==> src/rtl/booth_pkg.sv <==
// Shared types and helpers for the iterative radix-4 Booth multiplier.
//   state_e        : controller states
//   booth_digit_t  : one-hot-ish decode of a radix-4 Booth digit
//   booth_digits() : number of Booth digits retired for a given operand width
//   booth_recode() : 3-bit window {b[2i+1], b[2i], b[2i-1]} -> digit decode
package booth_pkg;

  typedef enum logic [1:0] {
    IDLE = 2'd0,
    CALC = 2'd1,
    DONE = 2'd2
  } state_e;

  // Digit magnitude select plus sign; exactly one of sel_zero/sel_one/sel_two is set.
  typedef struct packed {
    logic sel_zero;
    logic sel_one;
    logic sel_two;
    logic neg;
  } booth_digit_t;

  // One extra digit beyond WIDTH/2 absorbs the zero-extended top bit of unsigned operands.
  function automatic int unsigned booth_digits(input int unsigned width);
    return width / 2 + 1;
  endfunction

  // Standard radix-4 recode: digit = -2*b[2i+1] + b[2i] + b[2i-1].
  function automatic booth_digit_t booth_recode(input logic [2:0] win);
    booth_digit_t d;
    d = '0;
    case (win)
      3'b000, 3'b111: d.sel_zero = 1'b1;
      3'b001, 3'b010: d.sel_one  = 1'b1;
      3'b011:         d.sel_two  = 1'b1;
      3'b100: begin
        d.sel_two = 1'b1;
        d.neg     = 1'b1;
      end
      3'b101, 3'b110: begin
        d.sel_one = 1'b1;
        d.neg     = 1'b1;
      end
      default: d.sel_zero = 1'b1;
    endcase
    return d;
  endfunction

endpackage

==> src/rtl/booth_seq_mul_if.sv <==
// Operand/result handshake bundle for booth_seq_mul.
//   in_valid/in_ready          : operand handshake (producer -> multiplier)
//   is_signed, multiplicand,
//   multiplier                 : operand payload, sampled on in_valid & in_ready
//   out_valid/out_ready        : result handshake (multiplier -> consumer)
//   product                    : exact 2*WIDTH-bit product
interface booth_seq_mul_if #(
  parameter int unsigned WIDTH = 16
);

  logic                 in_valid;
  logic                 in_ready;
  logic                 is_signed;
  logic [WIDTH-1:0]     multiplicand;
  logic [WIDTH-1:0]     multiplier;
  logic                 out_valid;
  logic                 out_ready;
  logic [2*WIDTH-1:0]   product;

  // Operand stager / result consumer side.
  modport master (
    output in_valid,
    output is_signed,
    output multiplicand,
    output multiplier,
    output out_ready,
    input  in_ready,
    input  out_valid,
    input  product
  );

  // Multiplier side.
  modport slave (
    input  in_valid,
    input  is_signed,
    input  multiplicand,
    input  multiplier,
    input  out_ready,
    output in_ready,
    output out_valid,
    output product
  );

endinterface

==> src/rtl/booth_pp_sel.sv <==
// Radix-4 Booth partial-product selector (combinational).
//   win   : 3-bit recode window {b[2i+1], b[2i], b[2i-1]}
//   mcand : multiplicand already extended to WIDTH+2 bits (sign or zero)
//   pp_c  : signed partial product, WIDTH+3 bits, in {0, +-1, +-2} * mcand
module booth_pp_sel
  import booth_pkg::*;
#(
  parameter int unsigned WIDTH = 16
) (
  input  logic [2:0]       win,
  input  logic [WIDTH+1:0] mcand,
  output logic [WIDTH+2:0] pp_c
);

  localparam int unsigned PP_W = WIDTH + 3;

  booth_digit_t    dig;
  logic [PP_W-1:0] mag;

  // Select magnitude, then apply full two's-complement negation for negative digits.
  always_comb begin
    dig = booth_recode(win);
    mag = '0;
    if (dig.sel_zero) begin
      mag = '0;
    end else if (dig.sel_one) begin
      mag = {mcand[WIDTH+1], mcand};
    end else if (dig.sel_two) begin
      mag = {mcand, 1'b0};
    end
    pp_c = dig.neg ? (~mag + PP_W'(1)) : mag;
  end

endmodule

==> src/rtl/booth_seq_mul.sv <==
// Iterative radix-4 Booth multiplier: one Booth digit retired per clock into a
// shared accumulator; signed or unsigned operands selected per transaction.
//   clk  : clock, rising edge
//   rst  : synchronous active-high reset; abandons any transaction in flight
//   bus  : booth_seq_mul_if slave -- operand handshake in, product handshake out
module booth_seq_mul
  import booth_pkg::*;
#(
  parameter int unsigned WIDTH = 16
) (
  input  logic           clk,
  input  logic           rst,
  booth_seq_mul_if.slave bus
);

  localparam int unsigned DIGITS = booth_digits(WIDTH);
  localparam int unsigned EXT_W  = WIDTH + 2;
  localparam int unsigned PP_W   = WIDTH + 3;
  localparam int unsigned ACC_W  = 2 * WIDTH + 4;
  localparam int unsigned CNT_W  = $clog2(DIGITS);

  state_e             state_q, state_d;
  logic [CNT_W-1:0]   cnt_q, cnt_d;
  logic [ACC_W-1:0]   acc_q, acc_d;
  logic [EXT_W-1:0]   mcand_q, mcand_d;
  logic [EXT_W-1:0]   mult_q, mult_d;
  logic               in_ready_q;
  logic               out_valid_q;

  logic               a_sx;
  logic               b_sx;
  logic [EXT_W:0]     mult_pad;
  logic [2:0]         win;
  logic [PP_W-1:0]    pp;
  logic [ACC_W-1:0]   pp_ext;
  logic [ACC_W-1:0]   pp_shl;

  // Appending b[-1]=0 below the multiplier makes window i start at bit 2i.
  assign mult_pad = {mult_q, 1'b0};
  assign win      = mult_pad[{cnt_q, 1'b0} +: 3];

  booth_pp_sel #(
    .WIDTH (WIDTH)
  ) u_pp_sel (
    .win   (win),
    .mcand (mcand_q),
    .pp_c  (pp)
  );

  // Weight the partial product by 4^cnt in accumulator width.
  assign pp_ext = {{(ACC_W - PP_W){pp[PP_W-1]}}, pp};
  assign pp_shl = pp_ext << {cnt_q, 1'b0};

  // Operand extension: two guard bits keep unsigned values positive under Booth.
  assign a_sx = bus.is_signed & bus.multiplicand[WIDTH-1];
  assign b_sx = bus.is_signed & bus.multiplier[WIDTH-1];

  // Next-state, counter and accumulator update.
  always_comb begin
    state_d = state_q;
    cnt_d   = cnt_q;
    acc_d   = acc_q;
    mcand_d = mcand_q;
    mult_d  = mult_q;
    case (state_q)
      IDLE: begin
        if (bus.in_valid && in_ready_q) begin
          mcand_d = {{2{a_sx}}, bus.multiplicand};
          mult_d  = {{2{b_sx}}, bus.multiplier};
          acc_d   = '0;
          cnt_d   = '0;
          state_d = CALC;
        end
      end
      CALC: begin
        acc_d = acc_q + pp_shl;
        cnt_d = cnt_q + CNT_W'(1);
        if (cnt_q == CNT_W'(DIGITS - 1)) begin
          state_d = DONE;
        end
      end
      DONE: begin
        if (bus.out_ready) begin
          state_d = IDLE;
        end
      end
      default: begin
        state_d = IDLE;
      end
    endcase
  end

  // State and datapath registers; handshake outputs registered from next state.
  always_ff @(posedge clk) begin
    if (rst) begin
      state_q     <= IDLE;
      cnt_q       <= '0;
      acc_q       <= '0;
      mcand_q     <= '0;
      mult_q      <= '0;
      in_ready_q  <= 1'b1;
      out_valid_q <= 1'b0;
    end else begin
      state_q     <= state_d;
      cnt_q       <= cnt_d;
      acc_q       <= acc_d;
      mcand_q     <= mcand_d;
      mult_q      <= mult_d;
      in_ready_q  <= (state_d == IDLE);
      out_valid_q <= (state_d == DONE);
    end
  end

  // Accumulator only changes in CALC, so the product is stable throughout DONE.
  assign bus.in_ready  = in_ready_q;
  assign bus.out_valid = out_valid_q;
  assign bus.product   = acc_q[2*WIDTH-1:0];

endmodule
==> src/flat_wrapper.sv <==
// flat-port wrapper written by rule: the top's interface ports become plain ports
module booth_seq_mul_flat import booth_pkg::*;
#(
  parameter int unsigned WIDTH = 16
)
  (clk, rst, bus_in_valid, bus_is_signed, bus_multiplicand, bus_multiplier, bus_out_ready, bus_in_ready, bus_out_valid, bus_product);
  booth_seq_mul_if #(.WIDTH(WIDTH)) bus_i ();
  input  logic clk;
  input  logic rst;
  input wire logic [$bits(bus_i.in_valid)-1:0] bus_in_valid;
  input wire logic [$bits(bus_i.is_signed)-1:0] bus_is_signed;
  input wire logic [$bits(bus_i.multiplicand)-1:0] bus_multiplicand;
  input wire logic [$bits(bus_i.multiplier)-1:0] bus_multiplier;
  input wire logic [$bits(bus_i.out_ready)-1:0] bus_out_ready;
  output wire logic [$bits(bus_i.in_ready)-1:0] bus_in_ready;
  output wire logic [$bits(bus_i.out_valid)-1:0] bus_out_valid;
  output wire logic [$bits(bus_i.product)-1:0] bus_product;
  assign bus_i.in_valid = bus_in_valid;
  assign bus_i.is_signed = bus_is_signed;
  assign bus_i.multiplicand = bus_multiplicand;
  assign bus_i.multiplier = bus_multiplier;
  assign bus_i.out_ready = bus_out_ready;
  assign bus_in_ready = bus_i.in_ready;
  assign bus_out_valid = bus_i.out_valid;
  assign bus_product = bus_i.product;
  booth_seq_mul #(.WIDTH(WIDTH)) u_core (.clk(clk), .rst(rst), .bus(bus_i));
endmodule
==> config.mk <==
export PLATFORM = sky130hd
export DESIGN_NAME = booth_seq_mul_flat
export DESIGN_NICKNAME = d
export VERILOG_FILES = /design/src/rtl/booth_pkg.sv /design/src/rtl/booth_seq_mul_if.sv /design/src/rtl/booth_pp_sel.sv /design/src/rtl/booth_seq_mul.sv /design/src/flat_wrapper.sv
export SDC_FILE = /design/constraint.sdc
export NUM_CORES = 1
export LEC_CHECK = 0
export BUFFER_PORTS_ARGS = -buffer_cell sky130_fd_sc_hd__buf_2
export CORE_MARGIN = 4
export CORE_UTILIZATION = 54
export CTS_CLUSTER_DIAMETER = 30
export DETAILED_ROUTE_END_ITERATION = 12
export PLACE_DENSITY = 0.85
export SYNTH_ARGS = -nofsm -noshare
export SYNTH_HDL_FRONTEND = slang
export SYNTH_HIERARCHICAL = 1
export SYNTH_SLANG_ARGS = --single-unit
==> constraint.sdc <==
create_clock -name clk -period 8.2 [get_ports clk]
set_clock_uncertainty 0.15 [all_clocks]
set_input_delay 0.82 -clock clk [delete_from_list [all_inputs] [get_ports clk]]
set_output_delay 0.82 -clock clk [all_outputs]
set_load 0.1 [all_outputs]
Yosys cells after proc, flatten, opt, wreduce, memory -nomap -nowiden
Index checks and enable logic that the tools add are counted.
{"block": "classes", "eq_ne": 12, "add_sub_neg": 3, "n_shift": 2, "mux": 16, "n_reduce_logical": 11, "n_bitwise": 3}
{"cell": "19-bit two-way mux", "n": 4}
{"cell": "36-bit case mux with 2 select lines", "n": 1}
{"cell": "36-bit adder", "n": 1}
{"cell": "36-bit two-way mux", "n": 1}
{"cell": "36-bit by 5-bit << shifter with 36-bit output", "n": 1}
{"cell": "19-bit by 1-bit adder with 19-bit output, second input constant", "n": 1}
{"cell": "19-bit inverter", "n": 1}
{"cell": "19-bit by 6-bit variable part select with 3-bit output", "n": 1}
{"cell": "3-bit == test, second input constant", "n": 4}
{"cell": "4-bit case mux with 2 select lines", "n": 1}
{"cell": "3-bit by 2-bit == test with 1-bit output, second input constant", "n": 2}
{"cell": "2-bit two-way mux", "n": 3}
{"cell": "2-bit case mux with 3 select lines", "n": 1}
{"cell": "4-bit by 1-bit adder with 4-bit output, second input constant", "n": 1}
{"cell": "2-bit == test, second input constant", "n": 2}
{"cell": "4-bit == test, second input constant", "n": 1}
{"cell": "2-bit zero test", "n": 2}
{"cell": "1-bit two-way mux", "n": 4}
{"cell": "4-bit two-way mux", "n": 1}
{"cell": "2-bit AND reduction", "n": 2}
{"cell": "2-bit OR reduction", "n": 2}
{"cell": "4-bit OR reduction", "n": 1}
{"cell": "3-bit by 1-bit == test with 1-bit output, second input constant", "n": 1}
{"cell": "3-bit zero test", "n": 1}
{"cell": "other kinds (6)", "n": 7}
{"block": "totals", "elab_cells": 54, "in_bits": 37, "ff_bits": 78}

Logic depth before layout (Yosys ltp)
{"block": "depth", "depth_word": 13, "depth_mapped": 34, "depth_no_buf": 31}

Cells and area by module
The synthesis kept the hierarchy.
{"module": "booth_seq_mul", "area_per_inst_um2": 5395.2, "cells_per_inst": 732, "n_inst": 1}
{"module": "booth_pp_sel", "area_per_inst_um2": 1208.7, "cells_per_inst": 184, "n_inst": 1}

Worst setup path before layout
OpenSTA, ideal clock, no wires.
{"block": "synth_timing", "path_kind": "flip-flop to flip-flop", "start": "reg u_core.cnt_q[1]", "end": "reg u_core.acc_q[31]", "arrival_ns": 6.416, "slack_ns": 1.559, "stages_incl_launch_ff": 33, "n_path_buf": 7, "period_less_slack_ns": 6.641, "cell_sequence": "dfxtp_1 -> buf_4 -> clkbuf_1 -> clkbuf_1 -> mux2_2 -> a21oi_1 -> o22ai_1 -> inv_1 -> ha_1 -> buf_4 -> buf_4 -> clkbuf_1 -> a22oi_1 -> o22a_1 -> ha_1 -> nand4_2 -> o21ai_1 -> xor2_1 -> mux2i_1 -> a21oi_1 -> inv_1 -> nor2_1 -> a31oi_1 -> nor2_1 -> ha_1 -> clkbuf_1 -> nand4_1 -> o31a_1 -> a211o_1 -> a2111oi_4 -> nor2_2 -> o311a_1 -> o22ai_2"}
{"block": "synth_via", "elab_chain_cells": 13}
{"element": "from (decl)", "line_no": "booth_seq_mul.sv:23", "text": "logic [CNT_W-1:0] cnt_q, cnt_d;"}
{"element": "from (signal assigned)", "line_no": "booth_seq_mul.sv:105", "text": "cnt_q <= cnt_d;"}
{"element": "19-bit by 6-bit variable part select with 3-bit output (*)", "line_no": "booth_seq_mul.sv:40", "text": "assign win = mult_pad[{cnt_q, 1'b0} +: 3];"}
{"element": "named net u_core.win[0]", "line_no": "booth_seq_mul.sv:33", "text": "logic [2:0] win;"}
{"element": "3-bit == test or 3-bit by 2-bit == test with 1-bit output (tied branches)", "line_no": "booth_pkg.sv:31", "text": "case (win)"}
{"element": "2-bit OR reduction (no source line)"}
{"element": "1-bit two-way mux", "line_no": "booth_pkg.sv:31"}
{"element": "19-bit two-way mux", "line_no": "booth_pp_sel.sv:28", "text": "end else if (dig.sel_two) begin"}
{"element": "19-bit two-way mux", "line_no": "booth_pp_sel.sv:26", "text": "end else if (dig.sel_one) begin"}
{"element": "19-bit two-way mux", "line_no": "booth_pp_sel.sv:24", "text": "if (dig.sel_zero) begin"}
{"element": "19-bit inverter", "line_no": "booth_pp_sel.sv:31", "text": "pp_c = dig.neg ? (~mag + PP_W'(1)) : mag;"}
{"element": "19-bit by 1-bit adder with 19-bit output", "line_no": "booth_pp_sel.sv:31"}
{"element": "19-bit two-way mux (*)", "line_no": "booth_pp_sel.sv:31"}
{"element": "named net u_core.pp[8]", "line_no": "booth_seq_mul.sv:34", "text": "logic [PP_W-1:0] pp;"}
{"element": "36-bit by 5-bit << shifter with 36-bit output (*)", "line_no": "booth_seq_mul.sv:52", "text": "assign pp_shl = pp_ext << {cnt_q, 1'b0};"}
{"element": "36-bit adder (*)", "line_no": "booth_seq_mul.sv:76", "text": "acc_d = acc_q + pp_shl;"}
{"element": "36-bit case mux with 2 select lines (*)", "line_no": "booth_seq_mul.sv:65", "text": "case (state_q)"}
{"element": "to (signal assigned)", "line_no": "booth_seq_mul.sv:98", "text": "acc_q <= '0;"}
{"element": "to (signal assigned)", "line_no": "booth_seq_mul.sv:106", "text": "acc_q <= acc_d;"}
{"element": "to (decl)", "line_no": "booth_seq_mul.sv:24", "text": "logic [ACC_W-1:0] acc_q, acc_d;"}
The timed path passes the listed nets; every way through them passes the cells marked *.
A chain may end at the register's enable or synchronous reset.

Worst setup path after layout
{"block": "layout_timing", "start": "reg u_core.cnt_q[0]", "end": "reg u_core.acc_q[29]"}
The elaborated chain is that of the path after synthesis.

==> impl_metrics.tcl <==
set metrics [dict create \
    status "finished, final reports clean" \
    stdcell_area_um2 7270 \
    synthCells 916 \
    async_flop_share 0 \
    rows 40 \
    die_w_um 119 \
    drc_errors 0 \
    cp_slowest_stage_delay_ns 0.72 \
    p_int_w 0.000784 \
    tns_ns 0 \
    power_w 0.00123 \
    max_slew_margin 0.219 \
    endpoint_kind "flop" \
    ctsResizeCount 0 \
    ir_drop_uv 116 \
    clockBufferDepth 2 \
    die_area_um2 14100 \
    cts_made_buffers 9 \
    slew_viol_final 0 \
    initial_utilization 0.550 \
    ys_warn_count 6 \
    worstPathArrival_ns 7.76 \
    layout_min_cycle_time_ns 7.67 \
    cp-start-kind "flop" \
    die_y_um 119 \
    critPathMaxFanout 37 \
    pin_count 71 \
    power_frac_seq 0.327 \
    vias 6751 \
    nets 1022 \
    p_clk_frac 0.345 \
    placement.cell_area_um2 6950 \
    nFillCells 1082 \
    grt-ovfl-total 0 \
    finalCritPeriodShare 0.936 \
    max_cap_viol_count 0 \
    ys_top_cells_by_area "dfxtp_1 22%, a21oi_1 9.8%, nand2_1 8.4%, ha_1 7.2%, nor2_1 4.3%" \
    drive_above_1_share 0.135 \
    area_delta_synth_final_pct 10.1 \
    switching_share 0.363 \
    crit_slowest_cell "dfxtp_1" \
    first_pass_iters 5 \
    hp-class "flop to flop" \
    cts_root_buf "clkbuf_16" \
    dp_hpwl_mm 12.5 \
    ctsHoldBuffers 0 \
    clock_latency_ns 0.35 \
    path_clk_slew_ns 0.06 \
    crit_buf_inv 2 \
    viasPerCell 6.15 \
    synth_top_area_frac 0.224 \
    port_buffers 70 \
    ys_top_cells_by_count "148 x nand2_1, 129 x a21oi_1, 76 x nor2_1" \
    power_density_nw_per_um2 169 \
    synth-edff-count 0 \
    synth_flop_cell "dfxtp_1" \
    crit_type "flop to flop" \
    setup_viol 0 \
    gp_congestion 0.957 \
    antenna_cells 0 \
    power_frac_comb 0.328 \
    cts_sinks 74 \
    wire_per_inst_um 15.6 \
    worst_slew_pin_slew_ns 1.17 \
    power_switching_w 0.000446 \
    core_um2 12000 \
    syn-cell-area_um2 6600 \
    routed_wirelength_mm 17.1 \
    grt_max_degree 57 \
    yosysTopAreaCell "dfxtp_1" \
    fmax_mhz 130 \
    p_leak_nw 2.98 \
    avgSynthCellArea_um2 7.21 \
    synth.distinct_cells 68 \
    ys_seq_elements 74 \
    post-cts-setup-buffer-count 0 \
    grt_pass1_wl_mm 29.1 \
    yosysSeqAreaShare 0.224 \
    cts_tree "built" \
    grt_usage 0.245 \
    rsz0062_at_grt "no" \
    cpLargestDelayFamily "compound AO/OA/AOI/OAI gates" \
    grt_pass1_vias 6181 \
    htree_levels 3 \
    drtAntennaViolNets 0 \
    synth.most_common_cell "nand2_1" \
    worstPathRequired_ns 8.29 \
    grt_antenna_before_repair 0 \
    syn-num-nets 992 \
    crit_top_cell "a21oi_1" \
    drt_iter0_markers 726 \
    hold_viol_final 0 \
]
## layer usage
layer / share of wire / track usage / vias up
met2: 0.46 / 0.391 / 255
met4: 0.023 / 0.0876 / 0
met3: 0.066 / 0.0517 / 38
met1: 0.45 / 0.328 / 3103
met5: 0 / 0 / -
li1: - / - / 3355
## power by group through the flow
stage	sequential [W]	combinational (W)	clock (W)
finish	0.000402	0.000403	0.000425
floorplan	0.000470	0.000257	0
global placement	0.000409	0.000391	0
CTS	0.000402	0.000398	0.000432
detailed placement	0.000410	0.000396	0
global route	0.000405	0.000442	0.000447
## area by class of cell
cell class / instances / area (µm²) / area share
multi-input combinational: 761 / 4790 / 0.658
sequential: 74 / 1480 / 0.204
timing repair buffer: 79 / 418 / 0.0575
clock buffer: 11 / 243 / 0.0334
tap: 147 / 184 / 0.0253
inverter: 21 / 78.8 / 0.0108
clock inverter: 5 / 77.6 / 0.0107
## state kept, by name (all words and copies together) (netlist names)
signal                flops
u_core/acc_q             32
u_core/mcand_q           17
u_core/mult_q            17
u_core/cnt_q              4
u_core/state_q            2
u_core/bus.in_ready       1
u_core/bus.out_valid      1
## logic make-up (layout without fill, tap and decap cells)
family,Yosys count,after routing,share of synthesized area
flip-flops,74,74,0.224
buffers and inverters,81,116,0.0513
multiplexers,37,37,0.0652
AND/OR/NAND/NOR,341,341,0.250
AO/OA/AOI/OAI,304,304,0.281
adder cells (fa/ha/maj),39,39,0.0750
XOR/XNOR,40,40,0.0531
## stage by stage
step                      setup WS, ns  hold slack (ns)  utilization  cells
after CTS                        0.680            0.305        0.605   1098
after floorplan                   1.56            0.283            -    916
after global placement           0.852            0.291        0.579   1082
after global routing            0.0519            0.323        0.605   1098
after detailed placement         0.691            0.297        0.579   1082
final                            0.526            0.304        0.605   1098
## worst register-to-register path, cell delays in order, from the launching register on
cell and delay (ns):
dfxtp_1 0.72, mux4_2 0.57, nor2b_1 0.14, a31oi_1 0.17, o22ai_1 0.15, inv_1 0.11, ha_1 0.67, buf_4 0.33
nor2b_1 0.09, a22oi_1 0.16, o22a_1 0.17, ha_1 0.27, nand4_2 0.21, o31ai_1 0.56, nor2_1 0.20, a21oi_1 0.15
nor2_1 0.05, a21oi_1 0.18, o21ai_0 0.10, o22ai_1 0.21, ha_1 0.36, a21oi_1 0.26, o21ai_0 0.17, a31oi_1 0.40
a21oi_1 0.12, o31a_1 0.31, or3_1 0.32, a32o_1 0.27
## final timing paths
check                   startpoint          endpoint  slack [ns]  cells past startpoint
setup reg to reg   u_core/cnt_q[0]  u_core/acc_q[29]        0.53                     27
setup / recovery   u_core/cnt_q[0]  u_core/acc_q[29]        0.53                     27
hold / removal    u_core/mult_q[1]  u_core/mult_q[1]        0.30                      2
hold reg to reg   u_core/mult_q[1]  u_core/mult_q[1]        0.30                      2
## layout by cell type, fill, tap and decap left out, types with 3 or more instances in the layout
cell       instances
a21oi_1          129
nand4_1            4
mux2_2             8
buf_2             70
o22ai_1           13
ha_1              38
or2_2              4
o31ai_1            9
mux2i_1           25
nand2b_1          13
a31oi_1           15
or3_1              7
o211ai_1           4
o31a_1             4
a211oi_1          15
and3_1             3
nor2b_1           12
nand3_1           17
nor4_4             3
and2_1             5
o21ai_0           55
nor3b_1            4
inv_1             20
a211o_1            4
a21o_1            14
mux4_2             4
dfxtp_1           73
buf_4              9
nand2_1          148
a22oi_1           16
nor4_1             3
o21ai_1            4
clkbuf_16          9
xnor2_1           25
nor2_1            76
nor3_1             7
xor2_1            15
nand3b_1          24
No activity file was read; power rests on OpenSTA's default activity.
